<file path="src/rtl/uart_pkg.sv">
// Types and constants shared by the UART transmit and receive paths.
package uart_pkg;

  typedef enum logic [1:0] {
    IDLE  = 2'd0,
    START = 2'd1,
    DATA  = 2'd2,
    STOP  = 2'd3
  } tx_state_t;

  localparam int DATA_BITS = 8;
  localparam int STOP_BITS = 1;

  // Integer division truncates, so the line rate can be up to one clock per bit fast.
  function automatic int clks_per_bit(input int clk_freq, input int baud);
    return clk_freq / baud;
  endfunction

endpackage

</file>
<file path="src/rtl/byte_fifo.sv">
// Single-clock byte FIFO with show-ahead read data and registered full/empty/level flags.
module byte_fifo #(
  parameter int DEPTH_LOG2 = 4
) (
  input  logic                  clk,
  input  logic                  rst,
  input  logic                  wr,
  input  logic [7:0]            din,
  input  logic                  rd,
  output logic [7:0]            dout,
  output logic                  full,
  output logic                  empty,
  output logic [DEPTH_LOG2:0]   level
);

  localparam int DEPTH = 2 ** DEPTH_LOG2;

  logic [7:0]          mem [DEPTH];
  logic [DEPTH_LOG2:0] wr_ptr;
  logic [DEPTH_LOG2:0] rd_ptr;
  logic [DEPTH_LOG2:0] wr_ptr_nxt;
  logic [DEPTH_LOG2:0] rd_ptr_nxt;
  logic                push;
  logic                pop;

  // Writes into a full FIFO are dropped even when a pop happens in the same cycle.
  assign push = wr && !full;
  assign pop  = rd && !empty;

  assign wr_ptr_nxt = wr_ptr + {{DEPTH_LOG2{1'b0}}, push};
  assign rd_ptr_nxt = rd_ptr + {{DEPTH_LOG2{1'b0}}, pop};

  always_ff @(posedge clk or posedge rst) begin
    if (rst) begin
      wr_ptr <= '0;
      rd_ptr <= '0;
      full   <= 1'b0;
      empty  <= 1'b1;
      level  <= '0;
    end else begin
      wr_ptr <= wr_ptr_nxt;
      rd_ptr <= rd_ptr_nxt;
      // The extra pointer MSB separates "wrapped once" (full) from "caught up" (empty).
      full   <= (wr_ptr_nxt[DEPTH_LOG2] != rd_ptr_nxt[DEPTH_LOG2]) &&
                (wr_ptr_nxt[DEPTH_LOG2-1:0] == rd_ptr_nxt[DEPTH_LOG2-1:0]);
      empty  <= (wr_ptr_nxt == rd_ptr_nxt);
      level  <= wr_ptr_nxt - rd_ptr_nxt;
    end
  end

  always_ff @(posedge clk) begin
    if (push) begin
      mem[wr_ptr[DEPTH_LOG2-1:0]] <= din;
    end
  end

  // Head of queue is always presented so the consumer can load it on the popping edge.
  assign dout = mem[rd_ptr[DEPTH_LOG2-1:0]];

endmodule

</file>
<file path="src/rtl/uart_tx_fifo.sv">
// UART 8N1 transmitter fed by a byte FIFO; return path for the control receiver.
//   state | meaning
//   IDLE  | line high, pop and load the next byte when the FIFO is non-empty
//   START | line low for one bit time
//   DATA  | shift out DATA_BITS bits, LSB first
//   STOP  | line high for STOP_BITS bit times
module uart_tx_fifo
  import uart_pkg::*;
#(
  parameter int CLK_FREQ   = 27000000,
  parameter int BAUD       = 115200,
  parameter int DEPTH_LOG2 = 4
) (
  input  logic                  clk,
  input  logic                  rst,
  input  logic [7:0]            data,
  input  logic                  wr,
  output logic                  full,
  output logic                  empty,
  output logic [DEPTH_LOG2:0]   level,
  output logic                  overflow,
  output logic                  busy,
  output logic                  tx
);

  localparam int CLKS_PER_BIT = clks_per_bit(CLK_FREQ, BAUD);
  localparam int CNT_W        = (CLKS_PER_BIT > 1) ? $clog2(CLKS_PER_BIT) : 1;
  localparam int IDX_W        = $clog2(DATA_BITS);

  localparam logic [CNT_W-1:0] BAUD_TC   = CNT_W'(CLKS_PER_BIT - 1);
  localparam logic [IDX_W-1:0] LAST_DATA = IDX_W'(DATA_BITS - 1);
  localparam logic [IDX_W-1:0] LAST_STOP = IDX_W'(STOP_BITS - 1);

  tx_state_t            state;
  logic [DATA_BITS-1:0] shift;
  logic [CNT_W-1:0]     baud_cnt;
  logic [IDX_W-1:0]     bit_idx;
  logic                 baud_tc;
  logic                 fifo_rd;
  logic [7:0]           fifo_dout;

  assign baud_tc = (baud_cnt == BAUD_TC);
  assign fifo_rd = (state == IDLE) && !empty;

  byte_fifo #(
    .DEPTH_LOG2 (DEPTH_LOG2)
  ) u_fifo (
    .clk   (clk),
    .rst   (rst),
    .wr    (wr),
    .din   (data),
    .rd    (fifo_rd),
    .dout  (fifo_dout),
    .full  (full),
    .empty (empty),
    .level (level)
  );

  always_ff @(posedge clk or posedge rst) begin
    if (rst) begin
      overflow <= 1'b0;
    end else if (wr && full) begin
      overflow <= 1'b1;
    end
  end

  always_ff @(posedge clk or posedge rst) begin
    if (rst) begin
      state    <= IDLE;
      shift    <= '0;
      baud_cnt <= '0;
      bit_idx  <= '0;
      tx       <= 1'b1;
      busy     <= 1'b0;
    end else begin
      case (state)
        IDLE: begin
          tx   <= 1'b1;
          busy <= 1'b0;
          if (!empty) begin
            shift    <= fifo_dout;
            baud_cnt <= '0;
            tx       <= 1'b0;
            busy     <= 1'b1;
            state    <= START;
          end
        end

        START: begin
          if (baud_tc) begin
            baud_cnt <= '0;
            bit_idx  <= '0;
            tx       <= shift[0];
            state    <= DATA;
          end else begin
            baud_cnt <= baud_cnt + CNT_W'(1);
          end
        end

        DATA: begin
          if (baud_tc) begin
            baud_cnt <= '0;
            if (bit_idx == LAST_DATA) begin
              bit_idx <= '0;
              tx      <= 1'b1;
              state   <= STOP;
            end else begin
              // tx takes the next bit directly so it stays registered without a cycle of lag.
              shift   <= shift >> 1;
              bit_idx <= bit_idx + IDX_W'(1);
              tx      <= shift[1];
            end
          end else begin
            baud_cnt <= baud_cnt + CNT_W'(1);
          end
        end

        STOP: begin
          if (baud_tc) begin
            baud_cnt <= '0;
            if (bit_idx == LAST_STOP) begin
              bit_idx <= '0;
              busy    <= 1'b0;
              state   <= IDLE;
            end else begin
              bit_idx <= bit_idx + IDX_W'(1);
            end
          end else begin
            baud_cnt <= baud_cnt + CNT_W'(1);
          end
        end

        default: begin
          state <= IDLE;
        end
      endcase
    end
  end

endmodule

</file>
<file path="config.mk">
export PLATFORM = sky130hd
export DESIGN_NAME = uart_tx_fifo
export DESIGN_NICKNAME = d
export VERILOG_FILES = /design/src/rtl/uart_pkg.sv /design/src/rtl/byte_fifo.sv /design/src/rtl/uart_tx_fifo.sv
export SDC_FILE = /design/constraint.sdc
export NUM_CORES = 1
export LEC_CHECK = 0
export CAP_MARGIN = 25
export CORE_AREA = 2 2 139 141
export CTS_BUF_LIST = sky130_fd_sc_hd__clkbuf_16
export DETAILED_ROUTE_END_ITERATION = 16
export DIE_AREA = 0 0 141 143
export GPL_TIMING_DRIVEN = 0
export HOLD_SLACK_MARGIN = 0.15
export PLACE_DENSITY_LB_ADDON = 0.08
export SYNTH_ARGS = -nofsm -noshare
export SYNTH_HDL_FRONTEND = slang
export SYNTH_HIERARCHICAL = 1
export SYNTH_SLANG_ARGS = --single-unit
</file>
<file path="constraint.sdc">
create_clock -name clk -period 5 [get_ports clk]
set_input_delay 0.5 -clock clk [delete_from_list [all_inputs] [get_ports clk]]
set_output_delay 0.5 -clock clk [all_outputs]
set_load 0.01 [all_outputs]
</file>
==> impl_metrics.toml <==
[sta]
whs_ns = 0.376
rsz0062_at_grt = "false"
fin_crit_ns = 3.01
tightestPinTransition_ns = 0.974
layout_setup_ws_ns = 1.99
fmax_mhz = 332
finalSetupTns_ns = 0
period_share_pct = 60.3
setup_viol = 0
finalHoldViolCount = 0
skew_ns = 0.0109
finalMaxSlewViolations = 0
relSlewSlack_pct = 34.8

[place]
dpl.hpwl_um = 10400
pre_cts_slack_ns = 1.61
place_congestion = 0.741
numPortBuffers = 20

[critical_path]
worstPathMaxFanout = 5
cp_slowest_stage_delay_ns = 0.49
path_class = "input pin to flop"
critPathSlowestCell = "nor2b_1"
crit_arrival_ns = 3.31
worst_setup_path_end_kind = "flop"
crit_chain = "clkdlybuf4s50_1, nor2b_1, ha_1, ha_1, xor3_2, nor2b_1, o21ai_1, a31oi_1, o32a_1"
required_ns = 5.30
start_kind = "input pin"

[detailed_routing]
route.detailed.drc = 0
ant_nets = 0
drtPass1Iterations = 5
wire_per_inst_um = 20.5
drt-total-wl_um = 15500
drt-initial-drc-count = 231
routed_via_density = 5.26
num_vias = 3978

[yosys]
synth_area_mm2 = 0.00737
synth_most_common_cell = "edfxtp_1"
seq_area_frac_synth_pct = 66.1
synth_cell_type_count = 60
synth_edf_count = 128
ys.flop_type = "edfxtp_1"
synth.area.top_cells = "edfxtp_1 (52%), dfrtp_1 (13%), mux4_2 (4.9%)"
ys_seq_elements = 169
syn_avg_cell_area_um2 = 15.8
syn_nets = 493
synthArstFlopShare_pct = 24.3
syn-instance-count = 466
synth_top_cell_area_share_pct = 52.1
ys.warnings.count = 6
synth_common_cells = "edfxtp_1 (128), dfrtp_1 (39), mux2i_1 (26), nor2_1 (26), o21ai_0 (21)"
yosysTopAreaCell = "edfxtp_1"

[outcome]
status = "finished clean"

[cts]
clkLatencyLatePin_ns = 0.43
clock_sinks = 169
cts_tree = "built"
htreeDepth = 4
cts_hold_buf = 0
cts_root_buf = "clkbuf_16"
postCtsSetupBuffers = 0
ctsResizeCount = 0
cts_buffer_depth = 2
numCtsBuffers = 17
clk_pin_slew_ns = 0.07

[worst_hold_path]
worstHoldPathType = "input pin to asynchronous set/reset pin"

[cells_and_area]
diodes = 0
layout-drive-gt1-share_pct = 19.3
area_growth_pct = 15.3
fill_cells = 1611
fin_nets = 536
utilization_pct = 45.7

[floorplan]
die_area_mm2 = 0.0202
io_pins = 21
die_w_um = 141
initial_core_util_pct = 39.7
row_count = 50
die_h_um = 143
core_area_mm2 = 0.0186

[global_route]
grt_pass1_vias = 4125
grt_pass1_wl_um = 24100
grt_max_degree = 25
grt.total_usage_pct = 16.6
antenna_found_initial = 0
overflow = 0

[power]
finalPower_mw = 5.26
p_per_area_mw_per_mm2 = 619
vdd_drop_max_mv = 0.256
p_leak_nw = 3.08

[run]
maxCapViolCount = 0
## worst max-delay path, delay by kind of cell
kind | cells | cell delay [ns]
adders and majority gates | 2 | 0.53
AOI/OAI and AO/OA | 3 | 0.73
buffers and inverters | 1 | 0.47
and+or+nand+nor | 2 | 0.65
xor gates and xnor gates | 1 | 0.43
## stage by stage
stage | instance area (µm²) | std cells
after detailed placement | 7890 | 723
after global placement | 7860 | 720
after CTS | 8470 | 755
after global routing | 8500 | 756
final | 8500 | 756
after floorplan | 7370 | 466
## placed cells by master, fill, tap and decap left out, types with 14 or more instances in the layout
cell type	n
edfxtp_1	128
mux4_2	16
o21ai_0	21
mux2i_1	26
dfrtp_1	39
clkdlybuf4s50_1	20
inv_1	14
nor2_1	26
ha_1	16
clkbuf_16	17
mux2_2	18
## layer usage
layer  track usage, %  vias to the layer above  routed length (µm)
met4             4.53                        0                 132
met1             21.6                     2019                7030
met2             27.8                       76                7740
li1                 -                     1871                   -
met3             4.23                       12                 592
met5                0                        -                   0
## cell type report
type                    count  area, µm²  area share [%]
clock inverters            15        158            1.86
multi-input cells         261       2340            27.5
flip-flops and latches    169       4870            57.3
clock buffers              17        425            5.01
plain buffers              21        110            1.30
well taps                 234        293            3.45
inverters                  15       56.3           0.663
repair buffers             24        245            2.89
## state kept, by name, indices dropped and copies added, names as in the netlist
signal / cells
u_fifo/mem: 128
tx: 1
overflow: 1
u_fifo/rd_ptr: 5
u_fifo/level: 5
shift: 8
u_fifo/empty: 1
state: 2
busy: 1
u_fifo/wr_ptr: 5
u_fifo/full: 1
baud_cnt: 8
bit_idx: 3
## power by group
group / internal [mW] / leakage [nW] / total, mW / switching, mW
sequential: 1.77 / 1.66 / 1.89 / 0.118
clock: 0.707 / 0.286 / 1.29 / 0.581
combinational: 0.929 / 1.14 / 2.09 / 1.16
total: 3.40 / 3.08 / 5.26 / 1.86
## cell families (layout without fill, tap and decap cells)
family                   count (synthesis)  count (layout)  synth area share, %
XOR/XNOR                                22              22                 3.50
multiplexers                            68              68                 12.4
buffers and inverters                   36              92                 2.26
flip-flops                             169             169                 66.1
AO/OA/AOI/OAI                           70              70                 6.71
adder cells (fa/ha/maj)                 16              16                 2.72
AND/OR/NAND/NOR                         85              85                 6.28
## path summary, 6_finish.rpt
| check | start | endpoint | slack [ns] | cells after the start |
|---|---|---|---|---|
| setup / recovery | wr | u_fifo/level[4]$_DFF_PP0_ | 1.99 | 9 |
| hold / removal | rst | busy$_DFFE_PP0P_ | 0.38 | 2 |
| setup reg to reg | state[0]$_DFFE_PP0P_ | u_fifo/level[4]$_DFF_PP0_ | 2.01 | 12 |
| hold reg to reg | overflow$_DFFE_PP0P_ | overflow$_DFFE_PP0P_ | 0.46 | 1 |
| max in group asynchronous | rst | u_fifo/rd_ptr[3]$_DFF_PP0_ | 4.08 | 2 |
| min in group clk | overflow$_DFFE_PP0P_ | overflow$_DFFE_PP0P_ | 0.46 | 1 |
No activity file was read; power rests on OpenSTA's default activity.
